### config.mk
export PLATFORM = sky130hd
export DESIGN_NAME = mux_canais_param
export DESIGN_NICKNAME = d
export VERILOG_FILES = /design/src/rtl/mux_canais_param.sv
export SDC_FILE = /design/constraint.sdc
export NUM_CORES = 1
export LEC_CHECK = 0
export ABC_AREA = 1
export ABC_CLOCK_PERIOD_IN_PS = 3700
export CAP_MARGIN = 10
export CORE_MARGIN = 4
export CORE_UTILIZATION = 29
export CTS_CLUSTER_DIAMETER = 80
export DETAILED_ROUTE_END_ITERATION = 6
export SLEW_MARGIN = 20
export SYNTH_ARGS = -nofsm -noshare
export SYNTH_HDL_FRONTEND = slang
export SYNTH_SLANG_ARGS = --single-unit
### constraint.sdc
create_clock -name clk -period 3.7 [get_ports clk]
set_clock_uncertainty 0.1 [all_clocks]
set_input_delay 0.74 -clock clk [delete_from_list [all_inputs] [get_ports clk]]
set_output_delay 0.74 -clock clk [all_outputs]
set_load 0.01 [all_outputs]
### src/rtl/mux_canais_param.sv
// mux_canais_param: parameterised N-channel multiplexer with a one-entry
// registered output stage. A channel is chosen either by a fixed selector
// or by a round-robin pointer. The output register stalls under downstream
// backpressure without losing or overwriting the word it holds.
module mux_canais_param #(
    parameter int LARGURA = 8,
    parameter int CANAIS  = 8
) (
    input  logic                        clk,
    input  logic                        reset,
    input  logic                        modo,
    input  logic [$clog2(CANAIS)-1:0]   seletor,
    input  logic [CANAIS*LARGURA-1:0]   entrada,
    input  logic [CANAIS-1:0]           entrada_valida,
    output logic [CANAIS-1:0]           entrada_pronta,
    output logic [LARGURA-1:0]          saida,
    output logic                        saida_valida,
    input  logic                        saida_pronta,
    output logic [$clog2(CANAIS)-1:0]   canal_saida
);

    localparam int SEL_W = $clog2(CANAIS);

    logic [SEL_W-1:0]    ptr;
    logic                carga;
    logic                concede;
    int                  canal_int;
    logic [2*CANAIS-1:0] valida_dupla;
    logic [2*CANAIS-1:0] valida_rodada;
    logic                transfere;
    logic [LARGURA-1:0]  dado_sel;
    int                  ptr_prox_int;

    // The output register can take a new word when it is empty or being drained.
    assign carga = !saida_valida || saida_pronta;

    // Pick the granted channel. In round-robin mode the valid vector is
    // doubled and rotated by ptr, so bit i of the rotated view is channel
    // (ptr+i) mod CANAIS and the first set bit is the winner. Fixed mode
    // compares the selector against each legal index, so codes beyond
    // CANAIS-1 simply match nothing.
    always_comb begin
        concede       = 1'b0;
        canal_int     = 0;
        valida_dupla  = {entrada_valida, entrada_valida};
        valida_rodada = valida_dupla >> ptr;
        if (modo) begin
            for (int i = 0; i < CANAIS; i++) begin
                if (!concede && valida_rodada[i]) begin
                    concede   = 1'b1;
                    canal_int = int'(ptr) + i;
                    if (canal_int >= CANAIS) begin
                        canal_int = canal_int - CANAIS;
                    end
                end
            end
        end else begin
            for (int i = 0; i < CANAIS; i++) begin
                if (i == int'(seletor) && entrada_valida[i]) begin
                    concede   = 1'b1;
                    canal_int = i;
                end
            end
        end
    end

    // A transfer needs a grant, room in the output register and no reset.
    assign transfere = concede && carga && !reset;

    // Ready goes only to the granted channel, and only when it can transfer.
    always_comb begin
        entrada_pronta = '0;
        for (int i = 0; i < CANAIS; i++) begin
            entrada_pronta[i] = transfere && (i == canal_int);
        end
    end

    // Data path mux for the granted channel, plus the next pointer value.
    always_comb begin
        dado_sel = '0;
        for (int i = 0; i < CANAIS; i++) begin
            if (i == canal_int) begin
                dado_sel = entrada[i*LARGURA +: LARGURA];
            end
        end
        ptr_prox_int = (canal_int == CANAIS - 1) ? 0 : canal_int + 1;
    end

    // Output register and round-robin pointer; a held word is only replaced
    // or retired when carga is high.
    always_ff @(posedge clk) begin
        if (reset) begin
            saida        <= '0;
            canal_saida  <= '0;
            saida_valida <= 1'b0;
            ptr          <= '0;
        end else begin
            if (carga) begin
                if (transfere) begin
                    saida        <= dado_sel;
                    canal_saida  <= SEL_W'(canal_int);
                    saida_valida <= 1'b1;
                end else begin
                    saida_valida <= 1'b0;
                end
            end
            if (transfere && modo) begin
                ptr <= SEL_W'(ptr_prox_int);
            end
        end
    end

endmodule

==> impl_metrics.tcl <==
set metrics [dict create \
    max_freq_ghz 0.262 \
    clock_latency_ps 240 \
    rows 34 \
    htreeDepth 1 \
    setup_viol 7 \
    place_area_mm2 0.00414 \
    p_comb_share_pct 77.1 \
    hold_start "saida[7]$_SDFFE_PP0P_" \
    ys_types 38 \
    end_kind "output port" \
    core_mm2 0.00876 \
    rr_startpoint "ptr[1]$_SDFFE_PP0P_" \
    io_buffers 98 \
    synth_flop_cell "dfxtp_1" \
    antenna_left 0 \
    finalSetupTns_ps -384 \
    wirelength_mm 10.6 \
    die_area_mm2 0.0107 \
    p_seq_share_pct 13.8 \
    power_switching_mw 0.642 \
    yosysMostFrequentCell "nand2_1" \
    post-place-ws_ps -1030 \
    yosys.area.top_type_share_pct 18.4 \
    cts_tree "yes" \
    cts_made_buffers 3 \
    maxSlewViolCount 0 \
    syn_area_mm2 0.00264 \
    hp-class "flip-flop to flip-flop" \
    synth_seq_cells 15 \
    critical_path_arrival_ps 2980 \
    synth_common_cells "nand2_1 (129), nand3_1 (62), inv_1 (55), nand4_1 (37), nor2_1 (22)" \
    dieHeight_um 103 \
    dpl.hpwl_mm 7.73 \
    maxCapViolations 0 \
    vias_per_cell 4.89 \
    grt_pass1_wl_mm 15.6 \
    synth_top_area_cell "nand2_1" \
    clockBufferDepth 2 \
    path_max_fanout 4 \
    grt_use_total_pct 17.6 \
    gp_congestion 0.882 \
    diodes 0 \
    required_ps 2860 \
    instances_no_fill 747 \
    p_sw_share_pct 45.3 \
    clock-sinks 15 \
    syn_nets 555 \
    netlist_top_cells_area "nand2_1 (18%), nand3_1 (12%), dfxtp_1 (11%)" \
    hold-worst-slack_ps 363 \
    setup_slack_ps -122 \
    final_cell_area_mm2 0.00498 \
    layout-drive-gt1-share_pct 36.6 \
    cts_root_buffer "clkbuf_8" \
    antenna_found_initial 0 \
    wire_per_inst_um 14.1 \
    cp-start-kind "input port" \
    synth_cells 464 \
    p_leak_nw 2.35 \
    internal_power_mw 0.776 \
    p_total_mw 1.42 \
    grt_overflow 0 \
    area_delta_synth_final_pct 89.1 \
    rsz0062_at_grt "true" \
    dr.pass1.iters 4 \
    nFillCells 786 \
    ios 99 \
    worstSetupPathType "input port to output port" \
    startpoint "entrada_valida[0]" \
    outcome "finished with violations" \
    start_util_pct 30.1 \
    slew_headroom_pct 74.4 \
    dp.cells 719 \
    powerDensity_mw_per_mm2 284 \
    grt_pass1_vias 3412 \
    p_clk_share_pct 9.2 \
    drc 0 \
    ir_drop_mv 0.150 \
    yosysWarnings 0 \
    synth_edf_count 0 \
    hold_viol_final 0 \
    drt_iter0_drc 143 \
    ys_async_sr_fraction_pct 0 \
    worst_slew_pin_slew_ps 383 \
    finish.utilization_pct 56.9 \
    ys_seq_area_share_pct 11.4 \
    die_w_um 103 \
    syn_area_per_cell_um2 5.68 \
    clkTransAtPathRegs_ps 50 \
    violations "setup timing" \
    vias 3654 \
    finalCritPeriodShare_pct 103 \
    nets 731 \
    finalCriticalPeriod_ps 3820 \
    grt_max_degree 25 \
]
[what timing repair did]
item | in CTS | in global routing
resized for setup | 144 | 80
setup endpoints to repair | 16 | 16
buffers inserted | 18 | 10
gates cloned | 0 | 0
hold buffers | 0 | 0
pin swaps | 44 | 39
[registers in the layout, summed over array words and instances, names as in the netlist]
signal        count
saida_valida      1
canal_saida       3
ptr               3
saida             8
[final timing paths]
path | endpoint | cells past startpoint | slack [ps]
setup / recovery | entrada_pronta[5] | 22 | -120
hold / removal | saida[7]$_SDFFE_PP0P_ | 2 | 360
setup reg to reg | saida[5]$_SDFFE_PP0P_ | 28 | 120
hold reg to reg | saida[7]$_SDFFE_PP0P_ | 2 | 360
[layout make-up]
type	count	area [um^2]	share of cell area, %
Timing Repair Buffer	191	1740	34.9
Inverter	78	322	6.45
Clock buffer	4	45.0	0.904
Tap cell	108	135	2.71
Multi-Input combinational cell	351	2440	48.9
Sequential cell	15	305	6.12
[cells in the final DEF (no fill, tap or decap), types with 2 or more instances in the layout]
cell / n
nand2_1: 102
buf_4: 83
clkdlybuf4s50_1: 82
inv_1: 49
nand3_1: 41
nand4_1: 37
nand2_2: 19
o21ai_1: 17
inv_2: 15
nor2_1: 14
nand2_4: 14
nand3_2: 14
buf_6: 14
nand3_4: 13
dfxtp_1: 13
o21ai_0: 9
nor2_4: 8
a21boi_0: 8
ha_1: 8
a21oi_1: 7
clkinv_1: 7
nor2_2: 6
a21oi_2: 5
buf_8: 5
buf_2: 5
nand2_8: 4
ha_4: 4
clkbuf_8: 3
inv_6: 2
clkinvlp_4: 2
o22ai_2: 2
nor4_4: 2
o21ai_2: 2
nor3_1: 2
xor2_1: 2
nor3_4: 2
o211ai_1: 2
buf_12: 2
[metal layers]
layer | routed length, um | vias up | GRT usage (%)
met5 | 0 | - | 0
met1 | 4440 | 1659 | 23.6
met3 | 549 | 10 | 1.41
li1 | - | 1884 | -
met4 | 112 | 0 | 3.09
met2 | 5450 | 101 | 31.0
[power by group through the flow]
stage / Combinational (mW) / Sequential (mW) / Clock, mW
after floorplan: 0.480 / 0.205 / 0
after global placement: 0.841 / 0.196 / 0
after global routing: 1.20 / 0.198 / 0.139
final: 1.09 / 0.195 / 0.130
after detailed placement: 0.849 / 0.197 / 0
after CTS: 0.956 / 0.194 / 0.133
[cells by family (layout without fill, tap and decap cells)]
family          after synthesis  after routing  synth area share [%]
xor+xnor                      3              3                 0.997
buf+inv                      98            273                  16.6
flops                        15             15                  11.4
fa+ha+maj                    12             12                  5.70
compound gates               55             55                  12.4
simple gates                281            281                  52.9
[worst max-delay path, stage by stage]
cell and delay [ps]:
buf_8 110, nand2_4 80, nand3_2 100, nand3_2 80
nand2_2 70, nor2_4 160, buf_12 120, nand4_4 90
nor2_4 140, nand3_2 110, nand2_2 90, o22ai_2 90
nand2_2 100, o31ai_4 100, inv_2 110, buf_6 100
ha_4 130, nand2_2 60, inv_2 90, nand2_4 60
nor2_2 90, buf_2 150
Power figures use the tool's default switching activity.
